$ cat src/rtl/vliw_pkg.sv
// Shared types for the VLIW front end.
// Bundle width, physical address type and the fetch FSM encoding.
package vliw_pkg;
  localparam int NFU = 2;
  localparam int PHYSICAL_ADDRESS_LENGTH = 56;
  localparam int BUNDLE_BITS = NFU * 32;
  localparam int BUNDLE_BYTES = NFU * 4;
  localparam int LINE_OFFSET_BITS = $clog2(BUNDLE_BYTES);

  typedef logic [BUNDLE_BITS-1:0] bundle_t;
  typedef logic [PHYSICAL_ADDRESS_LENGTH-1:0] paddr_t;

  typedef enum logic {
    IDLE = 1'b0,
    REQ  = 1'b1
  } fetch_state_e;

  typedef struct packed {
    paddr_t  addr;
    bundle_t data;
  } fetch_entry_t;

  function automatic paddr_t align_pc(paddr_t a);
    return a & ~paddr_t'((1 << LINE_OFFSET_BITS) - 1);
  endfunction
endpackage

$ cat src/rtl/fetch_buffer.sv
// Synchronous FIFO of fetched bundles with their addresses.
// Pointers carry an extra MSB so full and empty are distinguishable.
module fetch_buffer
  import vliw_pkg::*;
#(
  parameter int DEPTH = 4,
  localparam int AW = $clog2(DEPTH)
) (
  input  logic         clk,
  input  logic         rst,
  input  logic         push,
  input  logic         pop,
  input  logic         flush,
  input  fetch_entry_t wdata,
  output fetch_entry_t rdata,
  output logic         full,
  output logic         empty,
  output logic [AW:0]  count
);
  fetch_entry_t mem_q [DEPTH];
  logic [AW:0] wr_q, wr_d;
  logic [AW:0] rd_q, rd_d;
  logic do_push, do_pop;

  assign count = wr_q - rd_q;
  assign empty = (count == '0);
  assign full  = (count == (AW+1)'(DEPTH));
  assign rdata = mem_q[rd_q[AW-1:0]];

  always_comb begin
    do_pop  = pop & ~empty & ~flush;
    do_push = push & ~flush & (~full | do_pop);
    wr_d = wr_q;
    rd_d = rd_q;
    if (flush) begin
      rd_d = wr_q;
    end else begin
      if (do_push) wr_d = wr_q + 1'b1;
      if (do_pop)  rd_d = rd_q + 1'b1;
    end
  end

  always_ff @(posedge clk or posedge rst) begin
    if (rst) begin
      wr_q <= '0;
      rd_q <= '0;
    end else begin
      wr_q <= wr_d;
      rd_q <= rd_d;
    end
  end

  always_ff @(posedge clk) begin
    if (do_push) mem_q[wr_q[AW-1:0]] <= wdata;
  end
endmodule

$ cat src/rtl/fetch_unit.sv
// VLIW fetch front end: owns the bundle PC, talks to the icache
// and queues returned bundles for decode.
module fetch_unit
  import vliw_pkg::*;
#(
  parameter int BUFFER_DEPTH = 4,
  parameter logic [PHYSICAL_ADDRESS_LENGTH-1:0] RESET_VECTOR = '0
) (
  input  logic                               clk,
  input  logic                               rst,
  input  logic                               redirectValid,
  input  logic [PHYSICAL_ADDRESS_LENGTH-1:0] redirectAddress,
  output logic [PHYSICAL_ADDRESS_LENGTH-1:0] fetchAddress,
  output logic                               doFetch,
  input  logic                               doneFetch,
  input  logic [BUNDLE_BITS-1:0]             fetchData,
  output logic                               bundleValid,
  input  logic                               bundleReady,
  output logic [BUNDLE_BITS-1:0]             bundleData,
  output logic [PHYSICAL_ADDRESS_LENGTH-1:0] bundleAddress
);
  localparam int AW = $clog2(BUFFER_DEPTH);

  fetch_state_e state_q, state_d;
  paddr_t pc_q, pc_d;
  paddr_t pend_addr_q, pend_addr_d;
  paddr_t redir_addr;
  logic armed_q, armed_d;
  logic pend_q, pend_d;
  logic accept, push, pop, load;
  logic full, empty;
  logic [AW:0] count;
  logic [AW+1:0] occ_next;
  fetch_entry_t wentry, head;

  assign doFetch       = (state_q == REQ);
  assign fetchAddress  = pc_q;
  assign accept        = doFetch & armed_q & doneFetch;
  assign push          = accept & ~pend_q & ~redirectValid;
  assign pop           = bundleReady & ~empty;
  assign wentry        = '{addr: pc_q, data: fetchData};
  assign bundleValid   = ~empty;
  assign bundleData    = head.data;
  assign bundleAddress = head.addr;

  fetch_buffer #(.DEPTH(BUFFER_DEPTH)) u_buf (
    .clk   (clk),
    .rst   (rst),
    .push  (push),
    .pop   (pop),
    .flush (redirectValid),
    .wdata (wentry),
    .rdata (head),
    .full  (full),
    .empty (empty),
    .count (count)
  );

  always_comb begin
    redir_addr  = align_pc(redirectAddress);
    pc_d        = pc_q;
    pend_d      = pend_q;
    pend_addr_d = pend_addr_q;
    load        = 1'b0;
    if (redirectValid) occ_next = '0;
    else occ_next = (AW+2)'(count) + (AW+2)'(push) - (AW+2)'(pop);
    // An in-flight miss is never abandoned; redirects wait for its accept.
    unique case (1'b1)
      accept & (redirectValid | pend_q): begin
        pc_d   = redirectValid ? redir_addr : pend_addr_q;
        pend_d = 1'b0;
        load   = 1'b1;
      end
      accept & ~redirectValid & ~pend_q: begin
        pc_d = pc_q + paddr_t'(BUNDLE_BYTES);
        load = 1'b1;
      end
      ~accept & redirectValid & doFetch: begin
        pend_d      = 1'b1;
        pend_addr_d = redir_addr;
      end
      ~accept & redirectValid & ~doFetch: begin
        pc_d = redir_addr;
        load = 1'b1;
      end
      default: ;
    endcase
    state_d = state_q;
    unique case (state_q)
      IDLE: if (~full | pop | redirectValid) state_d = REQ;
      REQ:  if (accept & (occ_next >= (AW+2)'(BUFFER_DEPTH))) state_d = IDLE;
      default: state_d = IDLE;
    endcase
    armed_d = doFetch & (state_d == REQ) & ~load;
  end

  always_ff @(posedge clk or posedge rst) begin
    if (rst) begin
      state_q     <= IDLE;
      pc_q        <= RESET_VECTOR;
      armed_q     <= 1'b0;
      pend_q      <= 1'b0;
      pend_addr_q <= '0;
    end else begin
      state_q     <= state_d;
      pc_q        <= pc_d;
      armed_q     <= armed_d;
      pend_q      <= pend_d;
      pend_addr_q <= pend_addr_d;
    end
  end
endmodule
$ cat config.mk
export PLATFORM = sky130hd
export DESIGN_NAME = fetch_unit
export DESIGN_NICKNAME = d
export VERILOG_FILES = /design/src/rtl/vliw_pkg.sv /design/src/rtl/fetch_buffer.sv /design/src/rtl/fetch_unit.sv
export SDC_FILE = /design/constraint.sdc
export NUM_CORES = 1
export LEC_CHECK = 0
export BUFFER_PORTS_ARGS = -buffer_cell sky130_fd_sc_hd__buf_4
export CAP_MARGIN = 20
export CORE_ASPECT_RATIO = 1.75
export CORE_UTILIZATION = 62
export DETAILED_ROUTE_END_ITERATION = 10
export GPL_TIMING_DRIVEN = 0
export PLACE_DENSITY = 0.82
export RECOVER_POWER = 25
export SYNTH_ARGS = -nofsm -noshare
export SYNTH_HDL_FRONTEND = slang
export SYNTH_SLANG_ARGS = --single-unit
$ cat constraint.sdc
create_clock -name clk -period 10.9 [get_ports clk]
set_input_delay 1.635 -clock clk [delete_from_list [all_inputs] [get_ports clk]]
set_output_delay 1.635 -clock clk [all_outputs]
set_load 0.02 [all_outputs]
==> summary.md, run 1 <==
| Metric | Value |
|---|---|
| Power per standard cell area | `266 nW/um2` |
| HPWL after detailed placement | `38,400 um` |
| Final setup violation count | `0` |
| Effective utilization at floorplan | `0.627` |
| Share of total power consumed by net switching | `0.348` |
| Global-route wire length before repair | `82,900 um` |
| Total leakage power | `9.73 nW` |
| DP Worst Slack | `6.00 ns` |
| Clk_skew | `0.0188 ns` |
| CTS Buffer Depth | `3` |
| H-tree depth | `2` |
| Post-synthesis cell type with the largest combined area | `sky130_fd_sc_hd__edfxtp_1` |
| Number of iterations in the first detailed-routing pass | `5` |
| Proportion of netlist area held by the largest area contributor | `0.598` |
| Area of the mapped netlist | `23,500 um2` |
| Run status | `finished clean` |
| Final antenna-violating net count | `0` |
| Most used standard cells in the synthesized netlist | `sky130_fd_sc_hd__edfxtp_1 (468), sky130_fd_sc_hd__mux4_2 (117), sky130_fd_sc_hd__dfrtp_1 (115)` |
| IO buf count | `292` |
| Number of gates resized after cts | `0` |
| Number of ports placed on the die boundary | `303` |
| Hold bufs inserted after CTS | `0` |
| Detail-routed via count per cell | `6.31` |
| Internal power | `4.86 mW` |
| Inserted Diodes | `0` |
| Via count of the routed design | `13,700` |
| Hold crit path type | `flip-flop to flip-flop` |
| Unrepaired setup endpoints after global routing | `no` |
| Worst hold start | `pend_addr_q[21]` |
| Total die area | `38,700 um2` |
| Postcts setup bufs | `0` |
| Total cell area at the placement stage | `26,600 um2` |
| CTS root buffer | `sky130_fd_sc_hd__clkbuf_16` |
| Core box area | `37,500 um2` |
| Crit path setup slack, layout | `5.50 ns` |
| Number of maximum-capacitance violations | `0` |
| Post-Syn Instances | `1,289` |
| Proportion of power drawn by the clock network | `0.225` |
| Worst Max-Slew Pin Slew | `1.13 ns` |
| Number of clock buffers inserted by TritonCTS | `48` |
| Kind of start point of the critical path | `flip-flop` |
| Latest clock arrival within the worst-skew pair | `0.57 ns` |
| Residual DRC | `0` |
| Post-layout minimum cycle time | `5.40 ns` |
| Clock slew at reported path FFs | `0.06 ns` |
| Number of core rows | `94` |
| Summed negative setup slack over all endpoints | `0 ns` |
| Routed wire per std cell | `25.7 um` |
| Vias in the first global route | `14,000` |
| Layout cell share with drive strength beyond 1 | `0.337` |
| Top post-synthesis cells by area | `sky130_fd_sc_hd__edfxtp_1 (60%), sky130_fd_sc_hd__dfrtp_1 (12%), sky130_fd_sc_hd__mux4_2 (11%)` |
| Sequential Power Share | `0.427` |
| TritonCTS clock tree | `done` |
| Required arrival time at the worst endpoint | `9.27 ns` |
| Initial antenna violation count | `0` |
| Critical register-to-register path startpoint | `u_buf.wr_q[0]` |
| Proportion of power drawn by combinational gates | `0.348` |
| Hold Path Stages | `1` |
| Most frequently used cell type in the post-synthesis netlist | `sky130_fd_sc_hd__edfxtp_1` |
| Post-route clock period utilization | `0.495` |
| Count of yosys warnings during synthesis | `0` |
| Number of synthesized register bits | `583` |
| Number of filler cells placed in the layout | `2,215` |
| Nets | `1,782` |
| Total Wirelength | `55,500 um` |
| Part of the Yosys area used for sequential elements | `0.720` |
| Capturing point of the worst reg2reg path | `u_buf.mem_q[3][73]` |
| Worst path arrival time | `3.76 ns` |
| Final Wtd Congestion | `0.939` |
| Number of enable flip-flop cells after synthesis | `468` |
| Die width | `149 um` |
| Dominant synthesized flop cell | `sky130_fd_sc_hd__edfxtp_1` |
| CP endpoint kind | `output port` |
| Mapped Avg Cell Area | `18.2 um2` |
| GR Overflow Total | `0` |
| Floorplan die height | `260 um` |
| Worst r2r path cells | `9` |
| GR Util All Layers | `0.291` |
| Largest fanout of any net on the critical path | `10` |
| Final Hold Slack | `0.502 ns` |
| First-iteration detailed-routing DRC count | `1,107` |
| Clk sink count | `583` |
| Distinct cell type count of the synthesized netlist | `63` |
| Hold Fails Final Rpt | `0` |
| Max VDD drop | `219 uV` |
| Net switching power of the design | `2.60 mW` |
| Path type of the worst setup path | `flip-flop to output port` |
| Highest achievable clock rate | `0.185 GHz` |
| Register-to-Register Setup Slack | `7.10 ns` |
| Async SR Flop Fraction | `0.197` |
| Worst slew margin relative to its limit | `0.245` |
| Synth-to-Final Area Change | `19.1%` |
| Max-slew violation total from the final report | `0` |
| Finished Cell Area | `28,000 um2` |
| Largest net degree at the start of global routing | `96` |
| Worst-case hold path end point | `pend_addr_q[21]` |
[registers in the layout (all words and copies together) (netlist names)]
signal and count:
armed_q 1, pend_q 1, fetchAddress 53, doFetch 1, u_buf.mem_q 468, u_buf.wr_q 3
pend_addr_q 53, u_buf.rd_q 3
[stage by stage]
stage	std cells	utilization	power, mW
finish	2163	0.746	7.45
detailed placement	2075	0.708	5.81
CTS	2162	0.749	7.49
global placement	2066	0.701	5.74
floorplan	1294	-	4.70
global route	2163	0.746	7.75
[layout make-up]
cell class / instances / area, um2 / area share
tap: 480 / 601 / 0.0214
clock inverter: 30 / 280 / 0.0100
multi-input combinational: 622 / 6240 / 0.223
clock buffer: 57 / 1240 / 0.0445
inverter: 14 / 53.8 / 0.00192
sequential: 583 / 16900 / 0.605
timing repair buffer: 302 / 2340 / 0.0836
buffer: 75 / 309 / 0.0110
[power groups by stage]
stage	Clock, mW	Combinational [mW]	Sequential (mW)
final	1.68	2.60	3.18
after CTS	1.70	2.62	3.16
after floorplan	0	1.51	3.19
after global routing	1.78	2.76	3.21
after detailed placement	0	2.60	3.21
after global placement	0	2.55	3.20
[metal layers]
metal / vias up / part of all wire / wire length (um) / GRT usage
met2: 657 / 0.53 / 29300 / 0.510
met3: 140 / 0.059 / 3250 / 0.0384
met4: 0 / 0.049 / 2740 / 0.143
met1: 6894 / 0.36 / 20200 / 0.355
met5: - / 0 / 0 / 0
li1: 5962 / - / - / -
[critical path, stage by stage (launching register included)]
cell and delay [ns]:
sky130_fd_sc_hd__dfrtp_1 0.39, sky130_fd_sc_hd__clkbuf_1 0.77, sky130_fd_sc_hd__buf_2 0.47, sky130_fd_sc_hd__buf_1 0.70, sky130_fd_sc_hd__mux4_2 0.66, sky130_fd_sc_hd__buf_4 0.19
[logic make-up (layout without fill, tap and decap cells)]
group | count (synthesis) | count (layout) | share of synthesized area
xor gates and xnor gates | 11 | 11 | 0.00468
muxes | 217 | 217 | 0.159
buffers and inverters | 89 | 478 | 0.0154
AOI/OAI and AO/OA | 154 | 154 | 0.0431
and+or+nand+nor | 223 | 223 | 0.0515
adders and majority gates | 11 | 11 | 0.00617
other | 1 | 6 | 0.000160
DFF | 583 | 583 | 0.720
[worst max path at each step]
stage | depth (start not counted) | start | end
after CTS | 5 | u_buf.rd_q[0] | bundleAddress[40]
final | 5 | u_buf.rd_q[0] | bundleAddress[40]
after floorplan | 3 | doneFetch | u_buf.mem_q[3][0]
after detailed placement | 5 | u_buf.rd_q[0] | bundleAddress[40]
after global placement | 4 | doneFetch | u_buf.mem_q[3][33]
after global routing | 5 | u_buf.rd_q[0] | bundleAddress[40]
[placed cells by master, fill, tap and decap left out, drive strengths merged, types with 6 or more instances in the layout]
master / instances
edfxtp: 468
buf: 297
clkbuf: 137
mux4: 117
dfrtp: 115
mux2: 78
nand2: 50
a21oi: 42
nor3: 31
nor2: 30
nand4: 26
nand3: 25
o21ai: 23
mux2i: 22
o22ai: 22
a211oi: 19
clkinv: 19
inv: 15
nor4: 14
ha: 10
and4: 9
a311oi: 9
a31oi: 7
or3: 7
xnor2: 6
nor2b: 6
and3: 6
conb: 6
clkinvlp: 6
and2: 6
No activity file was read; power rests on OpenSTA's default activity.
==> run 2, diff against run 1 <==
--- a/config.mk
+++ b/config.mk
@@ -8,10 +8,10 @@
 export BUFFER_PORTS_ARGS = -buffer_cell sky130_fd_sc_hd__buf_4
 export CAP_MARGIN = 20
 export CORE_ASPECT_RATIO = 1.75
-export CORE_UTILIZATION = 62
+export CORE_UTILIZATION = 58
 export DETAILED_ROUTE_END_ITERATION = 10
 export GPL_TIMING_DRIVEN = 0
-export PLACE_DENSITY = 0.82
+export PLACE_DENSITY = 0.77
 export RECOVER_POWER = 25
 export SYNTH_ARGS = -nofsm -noshare
 export SYNTH_HDL_FRONTEND = slang
==> constraint.sdc (replaced) <==
create_clock -name clk -period 5.24 [get_ports clk]
set_input_delay 0.786 -clock clk [delete_from_list [all_inputs] [get_ports clk]]
set_output_delay 0.786 -clock clk [all_outputs]
set_load 0.02 [all_outputs]
==> run 2 against run 1 <==
The run now ends with max-capacitance violations, max-slew violations left. Clock power up 110%. Sequential power grew 110%. Die area rose by 6.8%. Worst hold slack got worse by 0.070 ns. Count of clock-buffer cells in the layout grew 7. Via count down 0.90%. Critical path depth is the same.
==> summary.md, run 2 (same netlist as run 1, synthesis figures left out) <==
| Metric | Value |
|---|---|
| CTS Buffer Depth | `3` |
| Number of maximum-capacitance violations | `1` |
| Worst path bufs/invs | `4` |
| Post-route clock period utilization | `0.875` |
| Global-route wire length before repair | `81,000 um` |
| Total Wirelength | `54,900 um` |
| Critical register-to-register path startpoint | `u_buf.wr_q[0]` |
| Hold crit path type | `input pin to flip-flop` |
| Effective utilization at floorplan | `0.587` |
| Floorplan die height | `268 um` |
| Number of core rows | `97` |
| Layout cell share with drive strength beyond 1 | `0.308` |
| Routed wire per std cell | `25.2 um` |
| Max VDD drop | `373 uV` |
| Residual DRC | `0` |
| Run status | `finished, violations left` |
| Number of ports placed on the die boundary | `303` |
| Finished Cell Area | `27,900 um2` |
| Highest achievable clock rate | `0.218 GHz` |
| Clock slew at reported path FFs | `0.07 ns` |
| Detail-routed via count per cell | `6.20` |
| Unrepaired setup endpoints after global routing | `no` |
| Number of iterations in the first detailed-routing pass | `6` |
| Flip-flop count of the largest register after layout | `468` |
| Inserted Diodes | `0` |
| Worst path arrival time | `3.80 ns` |
| Clk sink count | `583` |
| Crit. path cell count | `5` |
| Vias in the first global route | `13,700` |
| Total area of sequential cells | `16,900 um2` |
| Commonest cells after routing, fill and taps aside | `sky130_fd_sc_hd__edfxtp_1 (468), sky130_fd_sc_hd__buf_4 (233), sky130_fd_sc_hd__clkbuf_1 (127)` |
| TritonCTS clock tree | `done` |
| Failing checks | `max-capacitance violations, max-slew violations` |
| Hold bufs inserted after CTS | `0` |
| Largest net degree at the start of global routing | `89` |
| Cell type of the slowest stage on the worst timing path | `sky130_fd_sc_hd__clkbuf_1` |
| Path type of the worst setup path | `flip-flop to output port` |
| Multi-input combinational cell area | `6240 um2` |
| CTS root buffer | `sky130_fd_sc_hd__clkbuf_16` |
| Capturing point of the worst reg2reg path | `u_buf.mem_q[2][47]` |
| Critical Path Max Stage Delay | `0.80 ns` |
| Postcts setup bufs | `0` |
| CP endpoint kind | `output port` |
| Worst hold start | `doneFetch` |
| Total cell area at the placement stage | `26,600 um2` |
| Number of filler cells placed in the layout | `2,686` |
| Total leakage power | `9.59 nW` |
| HPWL after detailed placement | `38,000 um` |
| Most common cell after layout, fill and taps aside | `sky130_fd_sc_hd__edfxtp_1` |
| Power per standard cell area | `555 nW/um2` |
| Clk_skew | `0.0238 ns` |
| Nets | `1,783` |
| Post-layout minimum cycle time | `4.58 ns` |
| Final antenna-violating net count | `0` |
| Initial antenna violation count | `0` |
| IO buf count | `292` |
| Synth-to-Final Area Change | `18.6%` |
| Category of cells accounting for the largest share of critical-path delay | `buffers and inverters` |
| Die width | `154 um` |
| Final Hold Slack | `0.432 ns` |
| Number of gates resized after cts | `0` |
| First-iteration detailed-routing DRC count | `963` |
| H-tree depth | `2` |
| Required arrival time at the worst endpoint | `4.45 ns` |
| GR Util All Layers | `0.266` |
| Via count of the routed design | `13,500` |
| Latest clock arrival within the worst-skew pair | `0.57 ns` |
| Max-slew violation total from the final report | `1` |
| GR Overflow Total | `0` |
| Worst slew margin relative to its limit | `-0.00405` |
| Final Wtd Congestion | `0.949` |
| Largest fanout of any net on the critical path | `10` |
| Endpoint of the most critical setup path | `bundleAddress[40]` |
| Register-to-Register Setup Slack | `1.33 ns` |
| Critical path cell sequence | `clkbuf_1 -> buf_2 -> buf_1 -> mux4_2 -> buf_4` |
| Crit path from | `u_buf.rd_q[0]` |
| Final setup violation count | `0` |
| Total die area | `41,400 um2` |
| Hold Fails Final Rpt | `0` |
| Worst Max-Slew Pin Slew | `1.50 ns` |
| Number of clock buffers inserted by TritonCTS | `49` |
| Worst r2r path cells | `9` |
| Summed negative setup slack over all endpoints | `0 ns` |
| Core box area | `40,100 um2` |
| Kind of start point of the critical path | `flip-flop` |
[run 2: worst min path at each step]
stage | slack (ns) | cells past startpoint | end
after detailed placement | 0.49 | 1 | armed_q
after floorplan | 0.45 | 1 | armed_q
after CTS | 0.17 | 2 | pend_addr_q[7]
after global routing | 0.44 | 2 | armed_q
final | 0.43 | 2 | armed_q
after global placement | 0.47 | 1 | armed_q
[run 2: routing by layer]
metal  global-route usage  routed length, um
met5                    0                  0
met2                0.471              29100
met1                0.320              20300
met3               0.0403               3120
met4                0.128               2490
[run 2: cell type report]
cell class | instances | share of cell area
multi-input cells | 622 | 0.224
repair buffers | 302 | 0.0791
inverters | 14 | 0.00193
clock buffers | 64 | 0.0468
well taps | 495 | 0.0222
clock inverters | 27 | 0.00732
plain buffers | 75 | 0.0111
flip-flops and latches | 583 | 0.608
[run 2: power breakdown]
part	switching, mW	total (mW)	leakage (nW)	internal (mW)
logic	2.99	5.38	3.33	2.39
clock network	1.57	3.48	0.731	1.90
registers	0.805	6.61	5.53	5.80
[run 2: stage by stage]
step           setup WS (ns)   util  total power, mW  std cells
2_1_floorplan           1.24      -             9.76       1294
3_3_place_gp          -0.161  0.658             12.0       2081
3_5_place_dp            1.04  0.664             12.1       2091
4_1_cts                0.476  0.702             15.6       2182
5_1_grt                0.443  0.696             16.1       2182
6_report               0.657  0.696             15.5       2182
[run 2: worst register-to-register path: stages (launching register included)]
cell and delay [ns]:
sky130_fd_sc_hd__dfrtp_1 0.39, sky130_fd_sc_hd__inv_1 0.12, sky130_fd_sc_hd__ha_1 0.21, sky130_fd_sc_hd__fa_1 0.37, sky130_fd_sc_hd__xnor3_1 0.35, sky130_fd_sc_hd__nor2_1 0.11
sky130_fd_sc_hd__a2111oi_2 0.75, sky130_fd_sc_hd__and2_4 0.60, sky130_fd_sc_hd__buf_16 0.33, sky130_fd_sc_hd__buf_16 0.32
